**config.mk**
```make
export PLATFORM = sky130hd
export DESIGN_NAME = uart_rx_ascii
export DESIGN_NICKNAME = d
export VERILOG_FILES = /design/src/rtl/uart_pkg.sv /design/src/rtl/sync_2ff.sv /design/src/rtl/uart_rx_ascii.sv
export SDC_FILE = /design/constraint.sdc
export NUM_CORES = 1
export LEC_CHECK = 0
export BUFFER_PORTS_ARGS = -buffer_cell sky130_fd_sc_hd__buf_2
export CORE_ASPECT_RATIO = 0.9
export CORE_UTILIZATION = 29
export CTS_BUF_LIST = sky130_fd_sc_hd__clkbuf_16
export CTS_CLUSTER_DIAMETER = 60
export DETAILED_ROUTE_END_ITERATION = 8
export HOLD_SLACK_MARGIN = 0.03
export PLACE_DENSITY_LB_ADDON = 0.25
export SLEW_MARGIN = 20
export SYNTH_ARGS = -nofsm -noshare
export SYNTH_HDL_FRONTEND = slang
export SYNTH_SLANG_ARGS = --single-unit
```
**constraint.sdc**
```tcl
create_clock -name clk -period 2.54 [get_ports clk]
set_input_delay 0.127 -clock clk [delete_from_list [all_inputs] [get_ports clk]]
set_output_delay 0.127 -clock clk [all_outputs]
set_load 0.03 [all_outputs]
```
**src/rtl/uart_pkg.sv**
```systemverilog
// Shared definitions for the UART receive path: receiver state encoding
// and frame constants.
package uart_pkg;

   localparam int unsigned UART_DATA_BITS  = 8;
   localparam logic        UART_IDLE_LEVEL = 1'b1;

   typedef enum logic [2:0] {
      ST_IDLE,
      ST_START,
      ST_DATA,
      ST_PARITY,
      ST_STOP,
      ST_BREAK
   } uart_state_e;

endpackage

```
**src/rtl/sync_2ff.sv**
```systemverilog
// Two-flop synchroniser with a parameterised reset value.
// Ports:
//   clk   - sampling clock
//   reset - synchronous active-high reset, loads RESET_VAL into both flops
//   d_i   - asynchronous input
//   q_o   - synchronised output, two cycles behind d_i
module sync_2ff #(
   parameter int unsigned           WIDTH     = 1,
   parameter logic [WIDTH-1:0]      RESET_VAL = '0
) (
   input  logic             clk,
   input  logic             reset,
   input  logic [WIDTH-1:0] d_i,
   output logic [WIDTH-1:0] q_o
);

   logic [WIDTH-1:0] meta_q;
   logic [WIDTH-1:0] sync_q;

   always_ff @(posedge clk) begin
      if (reset) begin
         meta_q <= RESET_VAL;
         sync_q <= RESET_VAL;
      end else begin
         meta_q <= d_i;
         sync_q <= meta_q;
      end
   end

   assign q_o = sync_q;

endmodule

```
**src/rtl/uart_rx_ascii.sv**
```systemverilog
// UART receiver feeding the unlock sequence detector. Deserialises 8N1
// frames (8E1 when UART_RX_PARITY_EN is defined) and presents each good
// character on ascii_out for exactly one cycle; the bus rests at 8'h00.
// Ports:
//   clk        - system clock, rising edge
//   reset      - synchronous active-high reset
//   rx         - asynchronous serial line, idles high
//   ascii_out  - received byte while valid is high, 8'h00 otherwise
//   valid      - one-cycle strobe for a good frame
//   parity_err - one-cycle strobe for bad even parity (UART_RX_PARITY_EN only)
//   frame_err  - one-cycle strobe when the stop bit samples low
module uart_rx_ascii
   import uart_pkg::*;
#(
   parameter int unsigned CLKS_PER_BIT = 16
) (
   input  logic                      clk,
   input  logic                      reset,
   input  logic                      rx,
   output logic [UART_DATA_BITS-1:0] ascii_out,
   output logic                      valid,
`ifdef UART_RX_PARITY_EN
   output logic                      parity_err,
`endif
   output logic                      frame_err
);

   localparam int unsigned CNT_W = $clog2(CLKS_PER_BIT);
   localparam int unsigned IDX_W = $clog2(UART_DATA_BITS);
   localparam logic [CNT_W-1:0] CNT_HALF = CNT_W'(CLKS_PER_BIT / 2 - 1);
   localparam logic [CNT_W-1:0] CNT_FULL = CNT_W'(CLKS_PER_BIT - 1);
   localparam logic [IDX_W-1:0] IDX_LAST = IDX_W'(UART_DATA_BITS - 1);

   if ((CLKS_PER_BIT < 4) || (CLKS_PER_BIT % 2 != 0)) begin : g_bad_cpb
      $error("CLKS_PER_BIT must be even and at least 4");
   end

   logic                      rx_s;
   uart_state_e               state_q;
   logic [CNT_W-1:0]          cnt_q;
   logic [IDX_W-1:0]          bit_idx_q;
   logic [UART_DATA_BITS-1:0] shift_q;
`ifdef UART_RX_PARITY_EN
   logic                      parity_bad_q;
`endif

   // Line resets to idle level so a reset never fakes a start bit.
   sync_2ff #(
      .WIDTH     (1),
      .RESET_VAL (UART_IDLE_LEVEL)
   ) u_rx_sync (
      .clk   (clk),
      .reset (reset),
      .d_i   (rx),
      .q_o   (rx_s)
   );

   // Receive FSM; strobes default low and are raised only on the stop sample.
   always_ff @(posedge clk) begin
      if (reset) begin
         state_q      <= ST_IDLE;
         cnt_q        <= '0;
         bit_idx_q    <= '0;
         shift_q      <= '0;
         ascii_out    <= '0;
         valid        <= 1'b0;
         frame_err    <= 1'b0;
`ifdef UART_RX_PARITY_EN
         parity_bad_q <= 1'b0;
         parity_err   <= 1'b0;
`endif
      end else begin
         ascii_out <= '0;
         valid     <= 1'b0;
         frame_err <= 1'b0;
`ifdef UART_RX_PARITY_EN
         parity_err <= 1'b0;
`endif
         case (state_q)
            ST_IDLE: begin
               cnt_q     <= '0;
               bit_idx_q <= '0;
               if (rx_s != UART_IDLE_LEVEL) begin
                  state_q <= ST_START;
               end
            end
            ST_START: begin
               if (cnt_q == CNT_HALF) begin
                  cnt_q   <= '0;
                  // A start bit that has vanished by mid-bit is a glitch.
                  state_q <= (rx_s == UART_IDLE_LEVEL) ? ST_IDLE : ST_DATA;
               end else begin
                  cnt_q <= cnt_q + CNT_W'(1);
               end
            end
            ST_DATA: begin
               if (cnt_q == CNT_FULL) begin
                  cnt_q     <= '0;
                  shift_q   <= {rx_s, shift_q[UART_DATA_BITS-1:1]};
                  bit_idx_q <= bit_idx_q + IDX_W'(1);
                  if (bit_idx_q == IDX_LAST) begin
`ifdef UART_RX_PARITY_EN
                     state_q <= ST_PARITY;
`else
                     state_q <= ST_STOP;
`endif
                  end
               end else begin
                  cnt_q <= cnt_q + CNT_W'(1);
               end
            end
`ifdef UART_RX_PARITY_EN
            ST_PARITY: begin
               if (cnt_q == CNT_FULL) begin
                  cnt_q        <= '0;
                  // Even parity: data plus parity bit must XOR to zero.
                  parity_bad_q <= ^{shift_q, rx_s};
                  state_q      <= ST_STOP;
               end else begin
                  cnt_q <= cnt_q + CNT_W'(1);
               end
            end
`endif
            ST_STOP: begin
               if (cnt_q == CNT_FULL) begin
                  cnt_q <= '0;
                  if (rx_s == UART_IDLE_LEVEL) begin
                     state_q <= ST_IDLE;
`ifdef UART_RX_PARITY_EN
                     if (parity_bad_q) begin
                        parity_err <= 1'b1;
                     end else begin
                        valid     <= 1'b1;
                        ascii_out <= shift_q;
                     end
`else
                     valid     <= 1'b1;
                     ascii_out <= shift_q;
`endif
                  end else begin
                     frame_err <= 1'b1;
                     state_q   <= ST_BREAK;
                  end
               end else begin
                  cnt_q <= cnt_q + CNT_W'(1);
               end
            end
            ST_BREAK: begin
               // Line held low: wait for idle before looking for a new start.
               if (rx_s == UART_IDLE_LEVEL) begin
                  state_q <= ST_IDLE;
               end
            end
            default: begin
               state_q <= ST_IDLE;
            end
         endcase
      end
   end

endmodule
```
==> results of run 1 <==
[worst register-to-register path, stage by stage, from the launching register on]
cell and delay, ns:
dfxtp_1 0.43, or2_2 0.41, nor3_4 0.53, mux2i_1 0.26
nor2_1 0.06
[cell families after synthesis]
kind of cell / Yosys count
buffers and inverters: 8
AND/OR/NAND/NOR: 53
XOR/XNOR: 1
AO/OA/AOI/OAI: 16
adder cells (fa/ha/maj): 4
multiplexers: 12
flip-flops: 30
[metrics by stage]
stage	cell area, um2	setup WS [ns]	util, %
after floorplan	1225	0.9008	-
after global placement	1303	0.7514	31.97
after detailed placement	1303	0.7159	31.97
after CTS	1444	0.6860	35.44
after global routing	1444	0.5916	35.44
final	1444	0.7151	35.44
[cell usage after synthesis, drive strengths merged, types with 2 or more instances]
master,number,area [um2]
a211oi,2,15.01
a21oi,2,10.01
a22oi,2,15.01
and2,9,56.30
and3,2,12.51
buf,3,27.52
clkbuf,4,15.01
dfxtp,30,600.6
ha,3,37.54
mux2i,11,110.1
nand2,7,26.28
nand3,2,10.01
nor2,17,63.81
nor2b,2,12.51
nor3,2,21.27
nor4b,2,17.52
o21ai,3,15.01
or2,3,18.77
or3,2,12.51
[per-layer routing]
layer,global-route usage [%],vias up,share of wire [%]
li1,-,456,-
met1,14.57,395,53
met2,15.41,20,42
met3,4.160,2,4.8
met4,6.378,0,0.87
met5,0,-,0
[final timing paths]
kind,start,endpoint,slack (ns),cells past startpoint
worst min register to register,u_rx_sync.meta_q,u_rx_sync.q_o,0.42,1
worst max register to register,state_q[2],shift_q[4],0.72,4
worst max-delay path,state_q[2],shift_q[4],0.72,4
worst min-delay path,rx,u_rx_sync.meta_q,0.04,2
[cell type report]
| type | instances | share of cell area [%] |
|---|---|---|
| repair buffers | 12 | 4.159 |
| clock buffers | 5 | 8.666 |
| well taps | 48 | 4.159 |
| multi-input cells | 86 | 40.03 |
| inverters | 1 | 0.2600 |
| flip-flops and latches | 30 | 41.59 |
| clock inverters | 3 | 1.127 |
[state kept, by name, summed over array words and instances, names as in the netlist]
signal	flops
shift_q	8
cnt_q	4
state_q	3
u_rx_sync.meta_q	1
valid	1
frame_err	1
u_rx_sync.q_o	1
ascii_out	8
bit_idx_q	3
[power groups by stage]
stage                     clock network (W)  logic (W)  registers, W
after floorplan                           0   0.000137      0.000512
after global placement                    0   0.000143      0.000533
after detailed placement                  0   0.000144      0.000535
after CTS                          0.000571   0.000145      0.000525
after global routing               0.000587   0.000162      0.000533
final                              0.000556   0.000143      0.000525
[cell usage in the layout, fill, tap and decap left out, types with 2 or more instances in the layout]
cell       synthesis  routed
dfxtp_1           30      30
nor2_1            17      17
buf_2              1      12
mux2i_1           11      11
and2_1             9       9
nand2_1            7       7
clkbuf_16          0       5
or2_2              3       3
o21ai_0            3       3
ha_1               3       3
nor2b_1            2       2
and3_1             2       2
nor4b_1            2       2
a211oi_1           2       2
a21oi_1            2       2
or3_1              2       2
nand3_1            2       2
a22oi_1            2       2
==> flow_summary.toml, run 1 <==
[layout]
drive_gt1_share_pct = 17.52
multi_input_area_um2 = 578.1
antenna_cells = 0
synthToLayoutAreaGrowth_pct = 17.87
seqCellArea_um2 = 600.6
fin_nets = 142
fill_cells = 420
fin_cells = 185

[sta]
hold_violations = 0
setup_viol = 0
slew_headroom_pct = 59.72
finalCritPeriodShare_pct = 71.84
layout_min_cycle_time_ns = 1.825
rsz0062_at_grt = "no"
tns_ns = 0
fin_skew_ns = 0.001789
max_freq_mhz = 548.0
whs_ns = 0.04253
drv_slew = 0
tightest_slew_ns = 0.6022

[power]
p_clk_share_pct = 45.4
finalPower_w = 0.001224
p_seq_share_pct = 42.9
vdd_drop_max_mv = 0.2237
power_frac_comb_pct = 11.7
power.internal_w = 0.0009156
leakagePower_nw = 0.5736
power_per_cell_area_nw_per_um2 = 848.0
p_sw_w = 0.0003089
netSwitchingFraction_pct = 25.23

[floorplanning]
initial_core_util_pct = 30.07
die_w_um = 70.51
core_um2 = 4074
row_count = 22
ios = 13
die_area_um2 = 4488
dieHeight_um = 63.66

[critical_path]
cp_slowest_cell = "nor3_4"
path_max_fanout = 13
cpLargestDelayFamily = "simple AND/OR/NAND/NOR gates"
endpoint_kind = "register"
crit_chain = "or2_2 > nor3_4 > mux2i_1 > nor2_1"
critPathRequiredTime_ns = 2.69
cp.arrival_ns = 1.97
max_stage_delay_ns = 0.53
crit_buf_inv = 0
path_class = "register to register"
cp-start-kind = "register"

[clock_tree]
clock-root-buffer = "clkbuf_16"
clkLatencyLatePin_ns = 0.27
clkSlewWorstSetupHoldPaths_ns = 0.05
cts_tree = "built"
postCtsSetupBuffers = 0
cts_resized = 0
cts_sinks = 30
numCtsBuffers = 5
h-tree-depth = 2
ctsHoldBuffers = 0
clockBufferDepth = 2

[yosys]
synth_compound_area_share_pct = 9.193
synthArstFlopShare_pct = 0
synth_cell_type_count = 37
synth_edf_count = 0
synthAdderAreaFrac_pct = 3.882
netlist_area_um2 = 1225
synth_nets = 130
synth_warnings = 0
seq_area_frac_synth_pct = 49.03
synth-seq-cells = 30
synth_top_family_by_area = "simple AND/OR/NAND/NOR gates"
yosys.area_share.simple_pct = 23.49
synth_mux_area_share_pct = 9.908
synthXorXnorAreaFrac_pct = 0.7150
syn_avg_cell_area_um2 = 9.878
synthFlopType = "dfxtp_1"
synthCells = 124

[place]
port_buffers = 12
dpl.hpwl_um = 1463
dp.cells = 177
globalplace.congestion = 0.7781

[flow_run]
drv_cap = 0

[routing]
num_vias = 873
vias_per_cell = 4.719
avgRoutedWirePerCell_um = 11.84
drc_errors = 6
dr.pass1.iters = 6
dr.first_iter.drc_count = 83
antenna_left = 0
routed_wl_um = 2191

[global_route]
antenna_found_initial = 0
grt_pass1_wl_um = 3795
grt_pass1_vias = 820
grt_max_degree = 23
grt_util_all_layers_pct = 11.10
grt_overflow = 0

[outcome]
violations = "DRC"
status = "complete, but fails checks"

[min_path]
hold_path_class = "primary input to register"
(Power assumes the default switching activity.)
==> run 2: changes to the inputs <==
--- a/config.mk
+++ b/config.mk
@@ -5,6 +5,7 @@
 export SDC_FILE = /design/constraint.sdc
 export NUM_CORES = 1
 export LEC_CHECK = 0
+export ABC_AREA = 1
 export BUFFER_PORTS_ARGS = -buffer_cell sky130_fd_sc_hd__buf_2
 export CORE_ASPECT_RATIO = 0.9
 export CORE_UTILIZATION = 29
==> constraint.sdc (replaced) <==
create_clock -name clk -period 1.8 [get_ports clk]
set_input_delay 0.09 -clock clk [delete_from_list [all_inputs] [get_ports clk]]
set_output_delay 0.09 -clock clk [all_outputs]
set_load 0.03 [all_outputs]
==> run 2 against run 1 <==
The flow now finishes without violations. Global-route usage up 0.98 points. Clock skew up 0.0024 ns. Non-clock buffer count up 1. Sequential power up 49%. Via count up 9.2%. Clock-buffer cell count unchanged. Register-to-register slack worse by 0.49 ns. Cell area up 2.8%. Die area up 1.9%. Sequential share of layout area down 1.1 points. Critical path depth up 4. Critical endpoint is now bit_idx_q[1]. Largest cell class unchanged. Largest power group is now registers.
==> flow_summary.toml, run 2 <==
[sta]
whs_ns = 0.07296
slew_headroom_pct = 72.00
setup_viol = 0
drv_slew = 0
tns_ns = 0
tightest_slew_ns = 0.4195
finalCritPeriodShare_pct = 87.46
layout_min_cycle_time_ns = 1.574
rsz0062_at_grt = "no"
hold_violations = 0
max_freq_mhz = 635.2
fin_skew_ns = 0.004177

[global_route]
grt_overflow = 0
grt_pass1_wl_um = 4126
busiest_layer = "met2"
grt_util_all_layers_pct = 12.08
antenna_found_initial = 0
grt_max_degree = 21
use_met2_pct = 18.81
grt_use_met3_pct = 3.312
grt_pass1_vias = 945
use_met1_pct = 14.71

[critical_path]
r2r_start = "cnt_q[1]"
r2r_end = "bit_idx_q[1]"
cpMostUsedCell = "nor2_4"
critPathRequiredTime_ns = 1.96
startpoint = "cnt_q[1]"
crit_end = "bit_idx_q[1]"
cp.arrival_ns = 1.73
cp_slowest_cell = "dfxtp_1"
crit_buf_inv = 2
path_class = "register to register"
endpoint_kind = "register"
cp_num_cells = 8
cpLargestDelayFamily = "simple AND/OR/NAND/NOR gates"
cp-start-kind = "register"
max_stage_delay_ns = 0.37
r2r_setup_slack_ns = 0.23
crit_chain = "ha_1 > nand2_2 > nor2_4 > inv_2 > nor2_4 > inv_1 > nand3_1 > a21oi_1"
r2r_cells = 8
path_max_fanout = 20

[clock_tree]
clkLatencyLatePin_ns = 0.27
cts_sinks = 30
ctsHoldBuffers = 1
postCtsSetupBuffers = 0
cts_resized = 0
numCtsBuffers = 5
clkSlewWorstSetupHoldPaths_ns = 0.05
h-tree-depth = 2
clockBufferDepth = 2
clock-root-buffer = "clkbuf_16"
cts_tree = "built"

[layout]
layout_common_cells = "dfxtp_1, nor2_1, inv_1"
multi_input_area_um2 = 545.5
final_area_um2 = 1484
layout_commonest_cell = "dfxtp_1"
largestRegisters = "ascii_out x8, shift_q x8, cnt_q x4"
antenna_cells = 0
fin_nets = 174
synthToLayoutAreaGrowth_pct = 18.84
fill_cells = 437
fin_cells = 215
seqCellArea_um2 = 600.6
drive_gt1_share_pct = 22.16

[yosys]
seq_area_frac_synth_pct = 48.10
synth_cell_type_count = 24
synth_warnings = 0
synth_area_leader_cell = "dfxtp_1"
syn_avg_cell_area_um2 = 8.270
synth_area_leaders = "dfxtp_1, nor2_1, inv_1"
synthArstFlopShare_pct = 0
yosys-top-cells-count = "dfxtp_1, nor2_1, inv_1, nand2_1, a21oi_1"
synthFlopType = "dfxtp_1"
synth_nets = 157
synth-seq-cells = 30
synthCells = 151
synth_edf_count = 0
synth_top_area_share_pct = 48.10
synth_most_common_cell = "dfxtp_1"
netlist_area_um2 = 1249

[floorplanning]
ios = 13
die_w_um = 71.17
initial_core_util_pct = 30.45
dieHeight_um = 64.25
die_area_um2 = 4573
core_um2 = 4101
row_count = 22

[routing]
avgRoutedWirePerCell_um = 10.75
vias_per_cell = 4.433
dr.pass1.iters = 6
drc_errors = 0
antenna_left = 0
dr.first_iter.drc_count = 41
routed_wl_um = 2312
num_vias = 953

[power]
leakagePower_nw = 0.6246
vdd_drop_max_mv = 0.7844
power_per_cell_area_nw_per_um2 = 1504

[place]
globalplace.congestion = 0.8721
port_buffers = 12
dpl.hpwl_um = 1677
dp.cells = 208
post_dp_cell_area_um2 = 1345

[flow_run]
drv_cap = 0

[min_path]
hold_path_class = "primary input to register"

[outcome]
status = "finished, final reports clean"
==> run 2: routing by layer <==
metal	part of all wire (%)	wire, um	up-vias
met4	2.1	48	0
met3	2.7	63	4
met5	0	0	-
met1	50	1150	417
met2	45	1048	11
li1	-	-	521
==> run 2: cell type report <==
cell class	count	share of cell area [%]
clock buffers	5	8.432
clock inverters	1	0.2530
inverters	21	5.312
multi-input cells	97	36.76
flip-flops and latches	30	40.47
well taps	48	4.047
repair buffers	13	4.722
==> run 2: worst min path at each step <==
stage | start | to | cells past startpoint
2_1_floorplan | reset | cnt_q[3] | 1
3_3_place_gp | rx | u_rx_sync.meta_q | 2
3_5_place_dp | rx | u_rx_sync.meta_q | 2
4_1_cts | reset | cnt_q[3] | 2
5_1_grt | reset | cnt_q[3] | 2
6_report | reset | cnt_q[3] | 2
==> run 2: cell families (layout without fill, tap and decap cells) <==
family | Yosys count | after routing | share of synthesized area (%)
AND/OR/NAND/NOR | 65 | 65 | 28.46
AO/OA/AOI/OAI | 29 | 29 | 12.22
adder cells (fa/ha/maj) | 3 | 3 | 3.006
flip-flops | 30 | 30 | 48.10
buffers and inverters | 24 | 40 | 8.217
==> run 2: through the flow <==
stage / power, W / util (%) / worst slack (ns)
finish: 0.002232 / 36.18 / 0.2257
global route: 0.002401 / 36.18 / 0.07683
CTS: 0.002267 / 36.18 / 0.2279
detailed placement: 0.001506 / 32.79 / 0.2277
global placement: 0.001481 / 32.79 / 0.3194
floorplan: 0.001370 / - / 0.5393
==> run 2: report_power, final <==
part / switching (W) / leakage (nW) / internal [W]
clock network: 0.000253 / 0.0632 / 0.000488
logic: 0.000467 / 0.319 / 0.000243
registers: 0.0000643 / 0.243 / 0.000717
